### src/rtl/condicionador_controles.sv
// rtl/condicionador_controles.sv - synchronize, debounce and pulse-condition menu controls.
// Define CONDICIONADOR_AUTO_REPEAT_EN to enable the ESPERA/REPETE auto-repeat timer.
module condicionador_controles #(
  parameter int DEBOUNCE_CYCLES = 50000,
  parameter int REPEAT_DELAY    = 25000000,
  parameter int REPEAT_PERIOD   = 5000000
) (
  input  logic       clock,
  input  logic       reset,
  input  logic [1:0] controle_vertical,
  input  logic [1:0] controle_horizontal,
  input  logic       confirma,
  output logic [1:0] controle_vertical_out,
  output logic [1:0] controle_horizontal_out,
  output logic       confirma_pulso,
  output logic       movimento_pulso,
  output logic [1:0] db_estado
);

  localparam int DW = $clog2(DEBOUNCE_CYCLES + 1);

  typedef enum logic [1:0] {
    OCIOSO = 2'd0,
    ESPERA = 2'd1,
    REPETE = 2'd2
  } estado_t;

  logic [4:0]    sync1, sync2;
  logic [1:0]    raw [3];
  logic [1:0]    cand [3];
  logic [1:0]    acc [3];
  logic [DW-1:0] cnt [3];
  logic          confirma_q;
  logic [3:0]    vetor, vetor_q;
  logic          mudanca, repete_pulso;
  estado_t       estado, estado_n;

  // 2'b11 means both directions at once; treat it as no movement
  always_comb begin
    raw[0] = (sync2[4:3] == 2'b11) ? 2'b00 : sync2[4:3];
    raw[1] = (sync2[2:1] == 2'b11) ? 2'b00 : sync2[2:1];
    raw[2] = {1'b0, sync2[0]};
  end

  // cand tracks the synchronized value; acc updates once cand has been
  // stable and different from acc for DEBOUNCE_CYCLES cycles
  always_ff @(posedge clock) begin
    if (reset) begin
      sync1 <= '0;
      sync2 <= '0;
      for (int i = 0; i < 3; i++) begin
        cand[i] <= '0;
        acc[i]  <= '0;
        cnt[i]  <= '0;
      end
    end else begin
      sync1 <= {controle_vertical, controle_horizontal, confirma};
      sync2 <= sync1;
      for (int i = 0; i < 3; i++) begin
        cand[i] <= raw[i];
        if (raw[i] != cand[i] || cand[i] == acc[i]) begin
          cnt[i] <= '0;
        end else if (cnt[i] == DW'(DEBOUNCE_CYCLES)) begin
          acc[i] <= cand[i];
          cnt[i] <= '0;
        end else begin
          cnt[i] <= cnt[i] + 1'b1;
        end
      end
    end
  end

  assign controle_vertical_out   = acc[0];
  assign controle_horizontal_out = acc[1];
  assign vetor                   = {acc[0], acc[1]};
  assign mudanca                 = (vetor != 4'd0) && (vetor != vetor_q);
  assign confirma_pulso          = acc[2][0] & ~confirma_q;
  assign movimento_pulso         = mudanca | repete_pulso;
  assign db_estado               = estado;

`ifdef CONDICIONADOR_AUTO_REPEAT_EN
  localparam int TMAX = (REPEAT_DELAY > REPEAT_PERIOD) ? REPEAT_DELAY : REPEAT_PERIOD;
  localparam int TW   = $clog2(TMAX + 1);

  logic [TW-1:0] timer, timer_n, timer_inc;

  assign timer_inc = (timer == TW'(TMAX)) ? timer : timer + 1'b1;

  // timer restarts at 1 on every emitted pulse, so a match means the full
  // delay/period has elapsed since that pulse
  always_comb begin
    estado_n     = estado;
    timer_n      = timer;
    repete_pulso = 1'b0;
    if (vetor == 4'd0) begin
      estado_n = OCIOSO;
      timer_n  = '0;
    end else if (mudanca) begin
      estado_n = ESPERA;
      timer_n  = TW'(1);
    end else begin
      case (estado)
        ESPERA: begin
          if (timer == TW'(REPEAT_DELAY)) begin
            repete_pulso = 1'b1;
            estado_n     = REPETE;
            timer_n      = TW'(1);
          end else begin
            timer_n = timer_inc;
          end
        end
        REPETE: begin
          if (timer == TW'(REPEAT_PERIOD)) begin
            repete_pulso = 1'b1;
            timer_n      = TW'(1);
          end else begin
            timer_n = timer_inc;
          end
        end
        default: timer_n = '0;
      endcase
    end
  end

  always_ff @(posedge clock) begin
    if (reset) begin
      timer <= '0;
    end else begin
      timer <= timer_n;
    end
  end
`else
  always_comb begin
    repete_pulso = 1'b0;
    estado_n     = (vetor == 4'd0) ? OCIOSO : ESPERA;
  end
`endif

  always_ff @(posedge clock) begin
    if (reset) begin
      estado     <= OCIOSO;
      vetor_q    <= '0;
      confirma_q <= 1'b0;
    end else begin
      estado     <= estado_n;
      vetor_q    <= vetor;
      confirma_q <= acc[2][0];
    end
  end

endmodule

### config.mk
export PLATFORM = sky130hd
export DESIGN_NAME = condicionador_controles
export DESIGN_NICKNAME = d
export VERILOG_FILES = /design/src/rtl/condicionador_controles.sv
export SDC_FILE = /design/constraint.sdc
export NUM_CORES = 1
export LEC_CHECK = 0
export BUFFER_PORTS_ARGS = -buffer_cell sky130_fd_sc_hd__buf_2
export CAP_MARGIN = 10
export CORE_UTILIZATION = 55
export DETAILED_ROUTE_END_ITERATION = 7
export GPL_TIMING_DRIVEN = 0
export MAX_ROUTING_LAYER = met4
export PLACE_DENSITY = 0.83
export SYNTH_ARGS = -nofsm -noshare
export SYNTH_HDL_FRONTEND = slang
export SYNTH_SLANG_ARGS = --single-unit
export TNS_END_PERCENT = 100
### constraint.sdc
create_clock -name clock -period 2.15 [get_ports clock]
set_clock_uncertainty 0.15 [all_clocks]
set_input_delay 0.1075 -clock clock [delete_from_list [all_inputs] [get_ports clock]]
set_output_delay 0.1075 -clock clock [all_outputs]
set_load 0.05 [all_outputs]
==> impl_metrics.ini, run 1 <==
[logic_synthesis]
synth_edf_count = 53
synth_cell_types = 47
yosys_warnings = 0
syn_area_um2 = 3790
ys.flop_type = edfxtp_1
async_flop_share_pct = 0
ys_ff_latch = 74
syn_area_per_cell_um2 = 10.8
synthCells = 351
ys_seq_area_share_pct = 53.0

[worst_setup_path]
path_buf_inv = 1
cp_top_family = simple AND/OR/NAND/NOR gates
cp_num_cells = 5
crit_fanout = 5
cp.arrival_ns = 2.11
path_class = reg -> reg
critPathLaunchType = flip-flop
slowest_stage = or4b_4
path_cells = or4b_4, nor4_4, nand3b_4, buf_4, a21oi_1
crit_path_end_kind = flip-flop
r2r_slack_ns = -0.0007
rr_endpoint = cnt[0][15]
required_ns = 2.10
r2r_start = cnt[0][5]
crit_end = cnt[0][15]
cp-startpoint = cnt[0][5]
rr_worst_depth = 5
slowest_delay_ns = 0.58

[clock_network]
clockBufferDepth = 2
insertion_delay_ns = 0.36
path_clk_slew_ns = 0.09
cts_buffers = 9
clock-sinks = 74
root_buffer = clkbuf_8
cts_max_level = 3
cts_tree = done

[routing]
antenna_left = 0
viasPerCell = 5.28
drc_errors = 0
routed.top_layer = met4
vias = 2804
routed_wl_um = 7280
firstDrtPassIters = 4
post_drt_wl_per_cell_um = 13.7
drt_iter0_markers = 171
met2_length_um = 3600
m1WireLength_um = 3280
wl_met3_um = 251

[worst_hold_path]
hp-class = reg -> reg
holdPathStages = 1
hold_start = sync1[3]

[global_route]
gr-total-overflow = 0
grt_pass1_wl_um = 11800
antenna_found_initial = 0
grt_usage_pct = 21.7
grt_pass1_vias = 2655
grt_start_max_net_pins = 16

[place]
finalWeightedCongestion = 0.798
place_inst = 488
port_buffers = 13
preCtsSetupSlack_ns = -0.144
hpwl_um = 4580

[finish]
fin_cells = 531
utilization_pct = 70.5
fin_nets = 462
area_delta_synth_final_pct = 20.6
fill_cells = 474
antenna_cells = 0
drive_gt1_share_pct = 15.6

[floorplan]
die_width_um = 85.1
dieArea_um2 = 7230
rows = 29
die_y_um = 85.1
fp.coreArea_um2 = 6490
ios = 15
initial_core_util_pct = 58.4

[timing]
setup_viol = 1
fin_crit_ns = 2.15
grt_setup_unrepaired = yes
fin_setup_tns_ns = -0.000727
max_freq_mhz = 465
drv_slew = 0
fin_crit_sh_pct = 100
hold_viol = 0
fin_ws_ns = -0.000727

[status]
status = finished with violations
violations = negative setup slack

[pwr]
p_leak_nw = 1.74
ir_worst_vdd_mv = 0.560
power.internal_mw = 2.28
switching_share_pct = 26.4
switchingPower_mw = 0.819
p_comb_share_pct = 8.9
clkPwrFrac_pct = 37.1
p_per_area_nw_per_um2 = 678
fin_total_pwr_mw = 3.10
seq_power_share_pct = 53.9

[job]
cap_violations = 0
## placed cells by master, fill, tap and decap left out, drive strengths merged, types with 3 or more instances in the layout
cell type	netlist	final
ha	6	6
nor3b	3	3
edfxtp	53	53
and3	5	5
nor2b	20	20
nand3b	5	5
clkbuf	3	11
dlygate4sd3	0	6
a21oi	7	7
nor3	11	11
nand4	14	14
xnor2	33	33
or4	4	4
nor4	11	11
inv	18	24
nor2	50	50
or2	3	3
xor2	13	13
a21boi	4	4
conb	2	49
dfxtp	21	21
nand2	14	14
nand3	17	17
buf	8	43
o31ai	4	4
## final cells by class
| cell class | count | area [um^2] | area share, % |
|---|---|---|---|
| clock buffers | 9 | 124 | 2.71 |
| clock inverters | 7 | 80.1 | 1.75 |
| plain buffers | 10 | 85.1 | 1.86 |
| well taps | 77 | 96.3 | 2.10 |
| flip-flops and latches | 74 | 2010 | 44.0 |
| multi-input cells | 295 | 1820 | 39.8 |
| inverters | 18 | 67.6 | 1.48 |
| repair buffers | 41 | 290 | 6.34 |
## worst reg2reg max path, stage by stage (launching register included)
cell      delay (ns)
edfxtp_1        0.44
or4b_4          0.58
nor4_4          0.33
nand3b_4        0.22
buf_4           0.14
a21oi_1         0.04
## metrics by stage
step | area (um^2) | hold slack [ns]
5_1_grt | 4580 | 0.313
3_3_place_gp | 4130 | 0.167
2_1_floorplan | 3970 | 0.0291
3_5_place_dp | 4130 | 0.179
4_1_cts | 4500 | 0.305
6_report | 4580 | 0.296
## layer usage
metal / global-route usage (%) / vias up
met2: 34.2 / 62
met5: - / -
met1: 27.1 / 1329
li1: - / 1394
met4: 11.2 / 0
met3: 3.40 / 19
## flip-flops by register name, indices dropped and copies added (netlist names)
| signal | flops |
|---|---|
| sync2 | 5 |
| db_estado | 1 |
| sync1 | 5 |
| cnt | 48 |
| cand | 5 |
| confirma_q | 1 |
| acc | 5 |
| vetor_q | 4 |
## kinds of logic after synthesis
kind of cell | Yosys count | share of synthesized area, %
fa+ha+maj | 6 | 1.98
buf+inv | 29 | 4.19
compound gates | 22 | 3.89
simple gates | 172 | 26.1
flops | 74 | 53.0
xor+xnor | 46 | 10.6
other cells | 2 | 0.198
## how the worst min path moves through the flow
stage,end,slack (ns)
2_1_floorplan,cand[0][4],0.03
3_3_place_gp,sync1[0],0.17
3_5_place_dp,sync1[2],0.18
4_1_cts,sync2[4],0.30
5_1_grt,sync2[2],0.31
6_report,sync2[3],0.30
## Yosys cell counts (all sizes together), types with 6 or more instances
master,number,area share (%)
nor3,11,1.5
nand3,17,2.2
buf,8,2.1
edfxtp,53,42
xnor2,33,7.6
nor2b,20,3.3
nor4,11,2.6
xor2,13,3.0
ha,6,2.0
dfxtp,21,11
a21oi,7,0.92
inv,18,1.8
nor2,50,4.9
nand4,14,2.6
nand2,14,1.4
## repair_timing
action / 4_1_cts / 5_1_grt
pin swaps: 2 / 7
endpoints found under the setup margin: 31 / 38
resized for setup: 2 / 6
endpoints found under the hold margin: 6 / 0
hold buffers: 6 / 0
setup buffers: 13 / 9
## power by group through the flow
stage / Sequential (mW) / Combinational, mW / Clock, mW
floorplan: 1.69 / 0.180 / 0
global placement: 1.70 / 0.215 / 0
detailed placement: 1.71 / 0.221 / 0
CTS: 1.67 / 0.256 / 1.16
global route: 1.68 / 0.306 / 1.21
finish: 1.67 / 0.277 / 1.15
Power figures use the tool's default switching activity.
==> run 2: changes to the inputs <==
--- a/config.mk
+++ b/config.mk
@@ -5,13 +5,14 @@
 export SDC_FILE = /design/constraint.sdc
 export NUM_CORES = 1
 export LEC_CHECK = 0
+export ABC_AREA = 1
 export BUFFER_PORTS_ARGS = -buffer_cell sky130_fd_sc_hd__buf_2
 export CAP_MARGIN = 10
-export CORE_UTILIZATION = 55
+export CORE_UTILIZATION = 56
 export DETAILED_ROUTE_END_ITERATION = 7
 export GPL_TIMING_DRIVEN = 0
 export MAX_ROUTING_LAYER = met4
-export PLACE_DENSITY = 0.83
+export PLACE_DENSITY = 0.84
 export SYNTH_ARGS = -nofsm -noshare
 export SYNTH_HDL_FRONTEND = slang
 export SYNTH_SLANG_ARGS = --single-unit
==> run 2 against run 1 <==
Net effect:
- the flow now finishes without violations
- first-iteration DRC count is 23% lower
- largest power group unchanged
- clock power decreased by 5%
- hold slack got worse by 0.047 ns
- sequential power barely moved
- die area rose by 0.53%
- synthesized cell count increased by 35%
- critical path type unchanged
- critical path depth is 3 higher
- global-route usage up 0.61 points
==> impl_metrics.ini, run 2 <==
[finish]
multiInputGateArea_um2 = 1690
fill_cells = 512
fin_cells = 633
fin_nets = 564
final_cell_mix = 101 x nand2_1, 93 x nor2_1, 76 x inv_1
area_delta_synth_final_pct = 15.6
utilization_pct = 68.7
top_register = cnt
design_area_um2 = 4490
antenna_cells = 0
ff_latch_area_um2 = 2010
largest_register_ffs = 48
drive_gt1_share_pct = 8.99
layout_commonest_cell = nand2_1

[routing]
drt_iter0_markers = 131
post_drt_wl_per_cell_um = 11.0
vias = 3107
drc_errors = 0
firstDrtPassIters = 5
viasPerCell = 4.91
routed_wl_um = 6980
antenna_left = 0

[worst_hold_path]
hp-class = reg -> reg
min_to = sync2[4]
holdPathStages = 2
hold_start = sync1[4]

[logic_synthesis]
synth_cell_types = 35
synthCells = 474
yosysTopAreaCell = edfxtp_1
synth_common_cells = 101 x nand2_1, 93 x nor2_1, 76 x inv_1
synth_top_area_share_pct = 41.0
yosys_warnings = 0
async_flop_share_pct = 0
ys.flop_type = edfxtp_1
ys_ff_latch = 74
syn_area_um2 = 3880
ys_seq_area_share_pct = 51.8
syn_area_per_cell_um2 = 8.19
synth.most_common_cell = nand2_1
ys_top_cells_by_area = edfxtp_1 41%, dfxtp_1 11%, nand2_1 9.8%
synth_edf_count = 53

[floorplan]
rows = 29
dieArea_um2 = 7270
fp.coreArea_um2 = 6530
ios = 15
die_width_um = 85.3
die_y_um = 85.3
initial_core_util_pct = 59.5

[clock_network]
cts_max_level = 3
path_clk_slew_ns = 0.09
cts_buffers = 9
clockBufferDepth = 2
cts_tree = done
cts_setup_buffers = 0
insertion_delay_ns = 0.36
clock-sinks = 74
root_buffer = clkbuf_8

[place]
finalWeightedCongestion = 0.872
port_buffers = 13
hpwl_um = 5130
preCtsSetupSlack_ns = 0.0946
placed_cell_area_um2 = 4220
place_inst = 611

[worst_setup_path]
cp.arrival_ns = 1.91
critPathLaunchType = flip-flop
path_class = reg -> reg
r2r_start = cnt[2][0]
r2r_slack_ns = 0.20
rr_endpoint = cnt[2][7]
crit_path_end_kind = flip-flop
required_ns = 2.11
rr_worst_depth = 8
crit_fanout = 10

[timing]
drv_slew = 0
grt_setup_unrepaired = no
fin_ws_ns = 0.200
fin_crit_ns = 1.95
setup_viol = 0
max_freq_mhz = 513
hold_viol = 0
fin_setup_tns_ns = 0
fin_crit_sh_pct = 90.7

[job]
cap_violations = 0

[pwr]
p_per_area_nw_per_um2 = 672
p_leak_nw = 1.97
ir_worst_vdd_mv = 0.314

[global_route]
grt_pass1_vias = 3079
grt_pass1_wl_um = 12300
grt_usage_pct = 22.3
gr-total-overflow = 0
grt_start_max_net_pins = 16
antenna_found_initial = 0

[status]
status = complete, no violations
==> run 2: changes by cell type after synthesis, sizes merged, moves of 11 or more <==
cell   delta
nand2    +89
inv      +59
nor2     +46
xnor2    -25
nor2b    -20
a21oi    +13
nand3    +11
==> run 2: report_power, final <==
| group | switching [mW] | internal, mW | leakage (nW) |
|---|---|---|---|
| logic | 0.176 | 0.0906 | 1.15 |
| registers | 0.0577 | 1.60 | 0.719 |
| clock network | 0.578 | 0.511 | 0.104 |
==> run 2: final cells by class <==
cell class | count | share of cell area (%)
timing repair buffer | 19 | 2.79
sequential | 74 | 44.8
tap | 77 | 2.15
clock buffer | 10 | 3.32
inverter | 77 | 6.44
buffer | 10 | 1.53
multi-input combinational | 360 | 37.7
clock inverter | 6 | 1.23
==> run 2: how the worst max path moves through the flow <==
stage	start	to	slack, ns	cells after the start
floorplan	acc[0][3]	movimento_pulso	0.41	2
global placement	cnt[2][0]	cnt[2][9]	0.13	8
detailed placement	cnt[2][0]	cnt[2][14]	0.09	8
CTS	cnt[2][0]	cnt[2][7]	0.07	8
global route	cnt[2][0]	cnt[2][7]	0.07	8
finish	cnt[2][0]	cnt[2][7]	0.20	8
==> run 2: kinds of logic after synthesis <==
family	Yosys count	synth area share, %
AND/OR/NAND/NOR	256	28.2
buffers and inverters	87	9.21
flip-flops	74	51.8
AO/OA/AOI/OAI	27	3.74
XOR/XNOR	22	4.96
adder cells (fa/ha/maj)	6	1.93
other	2	0.193
==> run 2: metrics by stage <==
stage | power [mW] | hold WS [ns]
after global placement | 1.93 | 0.159
after floorplan | 1.88 | 0.0416
after detailed placement | 1.94 | 0.167
final | 3.02 | 0.249
after CTS | 3.03 | 0.250
after global routing | 3.15 | 0.266
==> run 2: metal layers <==
layer | GRT usage, % | vias up | share of wire [%]
met1 | 24.3 | 1423 | 44
li1 | - | 1607 | -
met4 | 10.3 | 0 | 2.5
met5 | - | - | 0
met3 | 3.79 | 17 | 3.1
met2 | 39.7 | 60 | 51
==> run 2: critical path, cell delays in order, from the launching register on <==
cell,delay [ns]
edfxtp_1,0.43
inv_1,0.08
ha_1,0.15
inv_1,0.05
nor2_1,0.09
nand3_1,0.11
o21ai_2,0.28
buf_2,0.28
nor2_1,0.07
==> run 2: what timing repair did <==
| item | in CTS | in global routing |
|---|---|---|
| resized for setup | 0 | 1 |
| hold endpoints to repair | 7 | 0 |
| setup endpoints to repair | 0 | 10 |
| hold buffers | 6 | 0 |
==> run 3: changes to the inputs <==
--- a/config.mk
+++ b/config.mk
@@ -6,13 +6,13 @@
 export NUM_CORES = 1
 export LEC_CHECK = 0
 export ABC_AREA = 1
-export BUFFER_PORTS_ARGS = -buffer_cell sky130_fd_sc_hd__buf_2
 export CAP_MARGIN = 10
-export CORE_UTILIZATION = 56
+export CORE_UTILIZATION = 39
 export DETAILED_ROUTE_END_ITERATION = 7
+export DONT_BUFFER_PORTS = 1
 export GPL_TIMING_DRIVEN = 0
 export MAX_ROUTING_LAYER = met4
-export PLACE_DENSITY = 0.84
+export PLACE_DENSITY = 0.63
 export SYNTH_ARGS = -nofsm -noshare
 export SYNTH_HDL_FRONTEND = slang
 export SYNTH_SLANG_ARGS = --single-unit
==> run 3 against run 2 <==
Net effect:
- wire length shrank 5.0%
- core utilization decreased by 22 points
- die area up 42%
- sequential share of layout area shrank 0.20 points
- clock power about the same
- design area up 0.45%
- power up 0.41%
- count of clock-buffer cells in the layout increased by 1
- cell count is 6.8% higher
- register-to-register slack about the same
- critical endpoint is now cnt[1][14]
- largest power group unchanged
==> impl_metrics.ini, run 3 (synthesis results as in run 2) <==
[finish]
ff_latch_area_um2 = 2010
area_delta_synth_final_pct = 16.1
fin_nets = 551
multiInputGateArea_um2 = 1700
drive_gt1_share_pct = 7.00
final_cell_mix = 101 x nand2_1, 93 x nor2_1, 76 x inv_1
top_register = cnt
layout_commonest_cell = nand2_1
largest_register_ffs = 48
fin_cells = 676
fill_cells = 959
antenna_cells = 0

[routing]
drc_errors = 0
vias = 2923
routed_wl_um = 6630
antenna_left = 0
firstDrtPassIters = 4
drt_iter0_markers = 99
viasPerCell = 4.32
post_drt_wl_per_cell_um = 9.81

[global_route]
grt_pass1_wl_um = 11800
gr-total-overflow = 0
grt_start_max_net_pins = 15
grt_usage_pct = 15.3
antenna_found_initial = 0
grt_pass1_vias = 2693

[timing]
fin_setup_tns_ns = 0
slew_headroom_pct = 40.7
fin_crit_ns = 1.95
setup_viol = 0
drv_slew = 0
max_freq_mhz = 513
hold_viol = 0
fin_crit_sh_pct = 90.6
grt_setup_unrepaired = no
worst_slew_pin_slew_ns = 0.887

[status]
status = complete, no violations

[worst_setup_path]
crit_path_end_kind = flip-flop
path_cells = inv_1, ha_1, nand3_1, nor2_1, nand2_1, nand2_1, nor2_1, inv_2, buf_6, a21oi_1
cp.arrival_ns = 2.00
rr_worst_depth = 10
critPathLaunchType = flip-flop
crit_fanout = 10
cp_top_family = simple AND/OR/NAND/NOR gates
path_buf_inv = 3
required_ns = 2.20
slowest_stage = edfxtp_1
cp_num_cells = 10
slowest_delay_ns = 0.41
path_class = reg -> reg

[pwr]
fin_total_pwr_mw = 3.03
clkPwrFrac_pct = 36.9
switchingPower_mw = 0.774
power.internal_mw = 2.26
switching_share_pct = 25.5
p_leak_nw = 1.93
seq_power_share_pct = 54.9
p_comb_share_pct = 8.2
ir_worst_vdd_mv = 0.247
p_per_area_nw_per_um2 = 672

[floorplan]
initial_core_util_pct = 39.9
fp.coreArea_um2 = 9730
rows = 36
die_y_um = 102
dieArea_um2 = 10400
die_width_um = 102
ios = 15

[place]
hpwl_um = 4830
finalWeightedCongestion = 0.856
place_inst = 654
port_buffers = 0

[clock_network]
insertion_delay_ns = 0.35
clockBufferDepth = 2
cts_setup_buffers = 0
clock-sinks = 74
root_buffer = clkbuf_8
path_clk_slew_ns = 0.09
cts_max_level = 3
cts_buffers = 9
cts_tree = done

[job]
cap_violations = 0

[worst_hold_path]
hp-class = in -> reg
holdPathStages = 2
-- run 3: changes by cell type in the layout (fill, tap and decap cells not counted) --
cell       change
clkinv_4       -2
clkinv_2       +1
inv_4          +1
a41oi_1        -1
clkbuf_16      +1
buf_2         -13
inv_8          -1
a41oi_2        +1
-- run 3: repair_timing --
item / 4_1_cts / 5_1_grt
resized for setup: 1 / 1
pin swaps: 0 / 0
setup endpoints to repair: 1 / 9
hold endpoints to repair: 12 / 0
cloned: 0 / 0
hold buffers: 6 / 0
-- run 3: final timing paths --
kind,endpoint,slack [ns],start
worst max register to register,cnt[1][14],0.20,cnt[1][0]
worst min register to register,sync2[1],0.25,sync1[1]
worst max-delay path,cnt[1][14],0.20,cnt[1][0]
worst min-delay path,vetor_q[1],0.02,reset
-- run 3: final cells by class --
type	instances	area share [%]
inverters	77	6.41
repair buffers	6	1.33
well taps	133	3.69
multi-input cells	360	37.7
plain buffers	10	1.53
clock buffers	11	3.86
clock inverters	5	0.832
flip-flops and latches	74	44.6
-- run 3: per-stage QoR --
stage / setup slack [ns] / hold slack (ns) / instance area, um^2 / util (%)
6_report: 0.201 / 0.0213 / 4510 / 46.3
5_1_grt: 0.0289 / 0.0263 / 4510 / 46.3
4_1_cts: 0.150 / 0.0234 / 4510 / 46.3
3_5_place_dp: 0.182 / 0.0479 / 4230 / 43.4
3_3_place_gp: 0.161 / 0.0471 / 4230 / 43.4
2_1_floorplan: 0.408 / 0.0416 / 4060 / -
-- run 3: power groups by stage --
stage	clock, mW	combinational (mW)	sequential (mW)
floorplan	0	0.199	1.68
global placement	0	0.233	1.69
detailed placement	0	0.236	1.70
CTS	1.16	0.248	1.66
global route	1.23	0.290	1.68
finish	1.12	0.249	1.66
-- run 3: per-layer routing --
layer | wire length (um) | up-vias | global-route usage [%]
met5 | 0 | - | -
met3 | 190 | 12 | 3.38
met1 | 3240 | 1302 | 18.5
li1 | - | 1573 | -
met4 | 159 | 0 | 7.47
met2 | 3040 | 36 | 24.0
-- run 3: worst reg2reg max path, delay by kind of cell, from the launching register on --
family	cells	cell delay (ns)
flip-flops	1	0.41
adder cells (fa/ha/maj)	1	0.19
AO/OA/AOI/OAI	1	0.13
AND/OR/NAND/NOR	5	0.57
buffers and inverters	3	0.36
